### config.mk
export PLATFORM = sky130hd
export DESIGN_NAME = exec_cc_stage
export DESIGN_NICKNAME = d
export VERILOG_FILES = /design/src/rtl/exec_cc_stage.sv
export SDC_FILE = /design/constraint.sdc
export NUM_CORES = 1
export LEC_CHECK = 0
export ABC_CLOCK_PERIOD_IN_PS = 1950
export CORE_MARGIN = 1
export CORE_UTILIZATION = 40
export DETAILED_ROUTE_END_ITERATION = 7
export GPL_TIMING_DRIVEN = 0
export PLACE_DENSITY = 0.81
export RECOVER_POWER = 25
export SLEW_MARGIN = 15
export SYNTH_ARGS = -nofsm -noshare
export SYNTH_HDL_FRONTEND = slang
export SYNTH_SLANG_ARGS = --single-unit
### constraint.sdc
create_clock -name clk -period 1.95 [get_ports clk]
set_input_delay 0.2925 -clock clk [delete_from_list [all_inputs] [get_ports clk]]
set_output_delay 0.2925 -clock clk [all_outputs]
set_load 0.02 [all_outputs]
### src/rtl/exec_cc_stage.sv
// rtl/exec_cc_stage.sv - Y86-64 execute back end: condition codes, Cnd evaluation, E->M pipeline register
module exec_cc_stage #(
    parameter int W = 64
) (
    input  logic         clk,
    input  logic         rst_n,
    input  logic         in_valid,
    output logic         in_ready,
    input  logic [3:0]   in_icode,
    input  logic [3:0]   in_ifun,
    input  logic [W-1:0] in_vale,
    input  logic         in_of,
    input  logic [W-1:0] in_vala,
    input  logic [3:0]   in_dste,
    input  logic [3:0]   in_dstm,
    input  logic         cc_hold,
    output logic         out_valid,
    input  logic         out_ready,
    output logic [3:0]   out_icode,
    output logic [3:0]   out_ifun,
    output logic [W-1:0] out_vale,
    output logic [W-1:0] out_vala,
    output logic         out_cnd,
    output logic [3:0]   out_dste,
    output logic [3:0]   out_dstm,
    output logic         cc_zf,
    output logic         cc_sf,
    output logic         cc_of,
    output logic         halted
);

    localparam logic [3:0] ICODE_HALT = 4'h0;
    localparam logic [3:0] ICODE_CMOV = 4'h2;
    localparam logic [3:0] ICODE_OPQ  = 4'h6;
    localparam logic [3:0] ICODE_JXX  = 4'h7;
    localparam logic [3:0] REG_NONE   = 4'hF;

    // State registers
    logic         out_valid_q, out_valid_d;
    logic [3:0]   out_icode_q, out_icode_d;
    logic [3:0]   out_ifun_q,  out_ifun_d;
    logic [W-1:0] out_vale_q,  out_vale_d;
    logic [W-1:0] out_vala_q,  out_vala_d;
    logic         out_cnd_q,   out_cnd_d;
    logic [3:0]   out_dste_q,  out_dste_d;
    logic [3:0]   out_dstm_q,  out_dstm_d;
    logic         cc_zf_q, cc_zf_d;
    logic         cc_sf_q, cc_sf_d;
    logic         cc_of_q, cc_of_d;
    logic         halted_q, halted_d;

    logic         acc;
    logic         cond_eval;
    logic         cnd;
    logic         cc_update;

    // Branch/cmov condition from the CC as it stands before this instruction updates it
    always_comb begin
        cond_eval = 1'b0;
        unique case (in_ifun)
            4'd0:    cond_eval = 1'b1;
            4'd1:    cond_eval = (cc_sf_q ^ cc_of_q) | cc_zf_q;
            4'd2:    cond_eval = cc_sf_q ^ cc_of_q;
            4'd3:    cond_eval = cc_zf_q;
            4'd4:    cond_eval = ~cc_zf_q;
            4'd5:    cond_eval = ~(cc_sf_q ^ cc_of_q);
            4'd6:    cond_eval = ~(cc_sf_q ^ cc_of_q) & ~cc_zf_q;
            default: cond_eval = 1'b0;
        endcase
        cnd = ((in_icode == ICODE_CMOV) || (in_icode == ICODE_JXX)) ? cond_eval : 1'b0;
    end

    // Handshake: stall while halted, in reset, or while a held result is not being consumed
    always_comb begin
        in_ready  = rst_n & ~halted_q & (~out_valid_q | out_ready);
        acc       = in_valid & in_ready;
        cc_update = acc & (in_icode == ICODE_OPQ) & ~cc_hold;
    end

    // Next-state for the pipeline register, condition codes and halt latch
    always_comb begin
        out_valid_d = out_valid_q;
        out_icode_d = out_icode_q;
        out_ifun_d  = out_ifun_q;
        out_vale_d  = out_vale_q;
        out_vala_d  = out_vala_q;
        out_cnd_d   = out_cnd_q;
        out_dste_d  = out_dste_q;
        out_dstm_d  = out_dstm_q;
        cc_zf_d     = cc_zf_q;
        cc_sf_d     = cc_sf_q;
        cc_of_d     = cc_of_q;
        halted_d    = halted_q;

        if (acc) begin
            out_valid_d = 1'b1;
            out_icode_d = in_icode;
            out_ifun_d  = in_ifun;
            out_vale_d  = in_vale;
            out_vala_d  = in_vala;
            out_cnd_d   = cnd;
            out_dstm_d  = in_dstm;
            // A cmov whose condition fails must not write its destination
            out_dste_d  = ((in_icode == ICODE_CMOV) && !cnd) ? REG_NONE : in_dste;
            if (in_icode == ICODE_HALT) begin
                halted_d = 1'b1;
            end
        end else if (out_ready) begin
            out_valid_d = 1'b0;
        end

        if (cc_update) begin
            cc_zf_d = (in_vale == '0);
            cc_sf_d = in_vale[W-1];
            cc_of_d = in_of;
        end
    end

    // State update with asynchronous reset
    always_ff @(posedge clk or negedge rst_n) begin
        if (!rst_n) begin
            out_valid_q <= 1'b0;
            out_icode_q <= 4'h0;
            out_ifun_q  <= 4'h0;
            out_vale_q  <= '0;
            out_vala_q  <= '0;
            out_cnd_q   <= 1'b0;
            out_dste_q  <= REG_NONE;
            out_dstm_q  <= REG_NONE;
            cc_zf_q     <= 1'b1;
            cc_sf_q     <= 1'b0;
            cc_of_q     <= 1'b0;
            halted_q    <= 1'b0;
        end else begin
            out_valid_q <= out_valid_d;
            out_icode_q <= out_icode_d;
            out_ifun_q  <= out_ifun_d;
            out_vale_q  <= out_vale_d;
            out_vala_q  <= out_vala_d;
            out_cnd_q   <= out_cnd_d;
            out_dste_q  <= out_dste_d;
            out_dstm_q  <= out_dstm_d;
            cc_zf_q     <= cc_zf_d;
            cc_sf_q     <= cc_sf_d;
            cc_of_q     <= cc_of_d;
            halted_q    <= halted_d;
        end
    end

    // Registered outputs
    always_comb begin
        out_valid = out_valid_q;
        out_icode = out_icode_q;
        out_ifun  = out_ifun_q;
        out_vale  = out_vale_q;
        out_vala  = out_vala_q;
        out_cnd   = out_cnd_q;
        out_dste  = out_dste_q;
        out_dstm  = out_dstm_q;
        cc_zf     = cc_zf_q;
        cc_sf     = cc_sf_q;
        cc_of     = cc_of_q;
        halted    = halted_q;
    end

endmodule
Word level (Yosys, flattened, before mapping) --
Index checks and enable logic that the tools add are counted. W data, S select, Z words.
Storage, ports and cells: flip-flop bits (word level) 150, bits of input ports 150, output and inout port bits 151, word-level logic and storage cells 48
Operators by class: eq/ne operators 9, muxes and demuxes 5, bitwise logic cells 14, reduce and logical (&&, ||, !) cells 8
Operators with widths (count):
- $logic_not A64 Y1 | 1
- $eq A4 B3 Y1 const B | 5
- $eq A4 B2 Y1 const B | 3
- $logic_not A4 Y1 | 2
- $pmux W1 S7 | 1
- $and A1 B1 Y1 | 6
- $not A1 Y1 | 5
- $eq A4 B1 Y1 const B | 1
- $mux W4 | 1
- $mux W1 | 3
- $or A1 B1 Y1 | 2
- $reduce_and A2 Y1 | 1
- $reduce_bool A2 Y1 | 1
- $logic_and A1 B1 Y1 | 1
- $logic_not A1 Y1 | 1
- $logic_or A1 B1 Y1 | 1
- $xor A1 B1 Y1 | 1

Logic depth before layout (Yosys ltp) --
depth after elaboration 8, depth in mapped cells 6, mapped depth without buffers 5

Least setup slack after synthesis --
OpenSTA, ideal clock, no wires.
kind register to register, from register out_valid_q, in the netlist out_valid, to register cc_of_q, in the netlist cc_of, data arrival time 1.551 ns, required time 1.822 ns, setup slack 0.271 ns, cell stages (with the launch flop) 5, path buffers 0, path through dfrtp_1 nand2b_2 nand4b_4 or4_4 mux2_1
On the way: word-level cells in the longest chain between the ends 6
Ends and longest elaborated chain:
- from (decl) | RTL line 39 | logic out_valid_q, out_valid_d;
- from (signal assigned) | RTL line 135 | out_valid_q <= out_valid_d;
- $not A1 Y1 | RTL line 75 | in_ready = rst_n & ~halted_q & (~out_valid_q | out_ready);
- $or A1 B1 Y1 | RTL line 75
- $and A1 B1 Y1 | RTL line 75
- $and A1 B1 Y1 | RTL line 76 | acc = in_valid & in_ready;
- $and A1 B1 Y1 (2 in a row) | RTL line 77 | cc_update = acc & (in_icode == ICODE_OPQ) & ~cc_hold;
- to (signal assigned) | RTL line 145 | cc_of_q <= cc_of_d;
- to (decl) | RTL line 49 | logic cc_of_q, cc_of_d;
No other way between the ends. A chain may end at the register's enable or synchronous reset.

Worst setup path in the final report --
from register cc_zf_q, in the netlist cc_zf, to output cc_zf
RTL lines:
- from (decl) | RTL line 47 | logic cc_zf_q, cc_zf_d;
- from (signal assigned) | RTL line 143 | cc_zf_q <= cc_zf_d;
- to (decl) | RTL line 26 | output logic cc_zf,
No word-level cell between the ends.

==> reports/metrics.yaml <==
grt:
  gr-total-overflow: 0
  grt_pass1_vias: 4767
  grt_max_degree: 78
  grt_pass1_wl_um: 24800
  antenna_found_initial: 0
  grt_usage: 0.222
run_status:
  failed_checks: "hold timing"
  outcome: "complete, but fails checks"
cts:
  numCtsBuffers: 17
  cts_root_buffer: "clkbuf_16"
  clock_sinks: 150
  cts_setup_buffers: 0
  cts_tree: "yes"
  cts.path.max_buffers: 2
  clkSlewWorstSetupHoldPaths_ns: 0.06
  clk_latency_ns: 0.41
  htree_levels: 4
cells_and_area:
  num-nets-final: 836
  antenna_cells: 0
  finalNonFillerCells: 879
  syn2layout_area_growth_pct: 65.4
  layout_commonest_cell: "clkdlybuf4s50_1"
  final_layout_size_suffix_gt1_frac: 0.289
  layout_common_cells: "clkdlybuf4s50_1 (298), dfrtp_1 (141), mux2_2 (139), nor4_1 (17), clkbuf_16 (17)"
setup_path:
  end_kind: "primary output"
  cp-start-kind: "flip-flop"
  critPathTopFamily: "buffers and inverters"
  critPathSlowestCell: "clkdlybuf4s50_1"
  required_ns: 1.66
  cpPeakStageDelay_ns: 0.62
  reg2reg_to: "out_vale[5]$_DFFE_PN0P_"
  rrSetupSlack_ns: 0.20
  path_cells: "clkdlybuf4s50_1"
  worst-setup-path-type: "reg -> out"
  r2r-start: "out_valid$_DFFE_PN0P_"
  cp.arrival_ns: 1.59
  crit_buf_inv: 1
  path_max_fanout: 5
  reg2regPathDepth: 5
routing:
  via_per_inst: 4.93
  dr.pass1.iters: 4
  drt-wirelength-per-cell_um: 18.8
  wl_um: 16600
  num_vias: 4335
  drc: 0
  drtIter0Drc: 225
  ant_nets: 0
power_and_ir_drop:
  p_leak_nw: 3.98
  power_density_nw_per_um2: 1190
  total_power_mw: 11.4
  ir_drop_mv: 0.648
die:
  die_h_um: 123
  initial_utilization: 0.414
  coreArea_um2: 14000
  boundaryPins: 301
  die_w_um: 123
  floorplan.die_area_um2: 15000
  rows: 43
synth:
  avgSynthCellArea_um2: 15.9
  yosys.area.top_type: "dfrtp_1"
  syn-cell-area_um2: 5820
  ys_seq_elements: 150
  syn_inst: 365
  async_reset_ff_frac: 1.00
  synth-main-ff-cell: "dfrtp_1"
  synth_edf_count: 0
  ys_warn_count: 0
  synthDistinctLibCells: 28
  ys_seq_area_frac: 0.647
  synthesis.nets: 515
  synth_top_area_frac: 0.606
  yosys-top-cells-area: "dfrtp_1 (61%), mux2_2 (27%), dfstp_2 (4.1%)"
placed_design:
  port_buffers: 300
  place_hpwl_um: 12600
  dp.cells: 846
  gp_congestion: 0.766
flow_run:
  cap_violations: 0
min_path:
  hold_class: "in -> async"
timing:
  hold_viol_final: 73
  setup_tns_ns: 0
  max_freq_mhz: 531
  maxSlewViolCount: 0
  setup_viol: 0
  fin_crit_sh: 0.965
  fin_skew_ns: 0.00530
  rsz0062_at_grt: "false"
  fin_crit_ns: 1.88
  tightest_slew_ns: 0.952
  slew_headroom: 0.365
  holdWs_ns: -0.228
## metal layers
metal	vias to the layer above	global-route usage	part of all wire
met2	209	0.396	0.53
met5	-	0	0
met4	0	0.0953	0.026
met1	2123	0.231	0.35
li1	1972	-	-
met3	31	0.0841	0.094
## timing repair
item / in CTS / in global routing
cloned: 0 / 1
endpoints found under the hold margin: 73 / 73
endpoints found under the setup margin: 103 / 103
resized for setup: 3 / 0
## Yosys cell counts, types with 2 or more instances
master,n
dfrtp_1,141
mux2i_1,4
buf_2,15
o21ai_0,3
dfstp_2,9
o31ai_1,2
nand2b_1,2
nor4_1,17
nand4_1,4
nor3_1,3
a21o_1,2
nand2_1,7
a21oi_1,2
mux2_2,139
mux2_1,2
## layout make-up
| class | instances | area, um2 |
|---|---|---|
| fillers | 953 | 4420 |
| flip-flops and latches | 150 | 3760 |
| repair buffers | 302 | 3040 |
| multi-input cells | 198 | 1970 |
| clock buffers | 19 | 453 |
| well taps | 180 | 225 |
| clock inverters | 13 | 83.8 |
| plain buffers | 16 | 80.1 |
| inverters | 1 | 3.75 |
## worst max path at each step
stage,startpoint,end,depth (start not counted)
after floorplan,out_valid$_DFFE_PN0P_,cc_of$_DFFE_PN0P_,4
after global placement,rst_n,out_vale[6]$_DFFE_PN0P_,5
after detailed placement,rst_n,out_vale[8]$_DFFE_PN0P_,6
after CTS,cc_zf$_DFFE_PN1P_,cc_zf,1
after global routing,in_vale[32],cc_zf$_DFFE_PN1P_,5
final,cc_zf$_DFFE_PN1P_,cc_zf,1
## flip-flops by register name, indices dropped and copies added (netlist names), 4 cells and up
register	count
out_vale	64
out_dstm	4
out_dste	4
out_ifun	4
out_icode	4
out_vala	64
## power breakdown
group | switching [mW] | total, mW | internal [mW]
combinational | 1.89 | 4.14 | 2.25
sequential | 0.417 | 4.36 | 3.94
clock | 1.25 | 2.93 | 1.68
## through the flow
stage | setup slack [ns] | cell area (um2) | utilization | hold slack [ns]
2_1_floorplan | 0.271 | 5820 | - | -0.00309
3_3_place_gp | -5.72 | 9050 | 0.644 | 0.473
3_5_place_dp | -0.682 | 9080 | 0.647 | 0.305
4_1_cts | 0.0415 | 9620 | 0.685 | -0.204
5_1_grt | 0.00160 | 9630 | 0.686 | -0.179
6_report | 0.0681 | 9630 | 0.686 | -0.228
## cells by family after synthesis
kind of cell / count (synthesis) / share of synthesized area
and+or+nand+nor: 41 / 0.0452
DFF: 150 / 0.647
muxes: 145 / 0.280
buffers and inverters: 17 / 0.0142
AOI/OAI and AO/OA: 10 / 0.0110
xor gates and xnor gates: 2 / 0.00301
(Power assumes the default switching activity.)
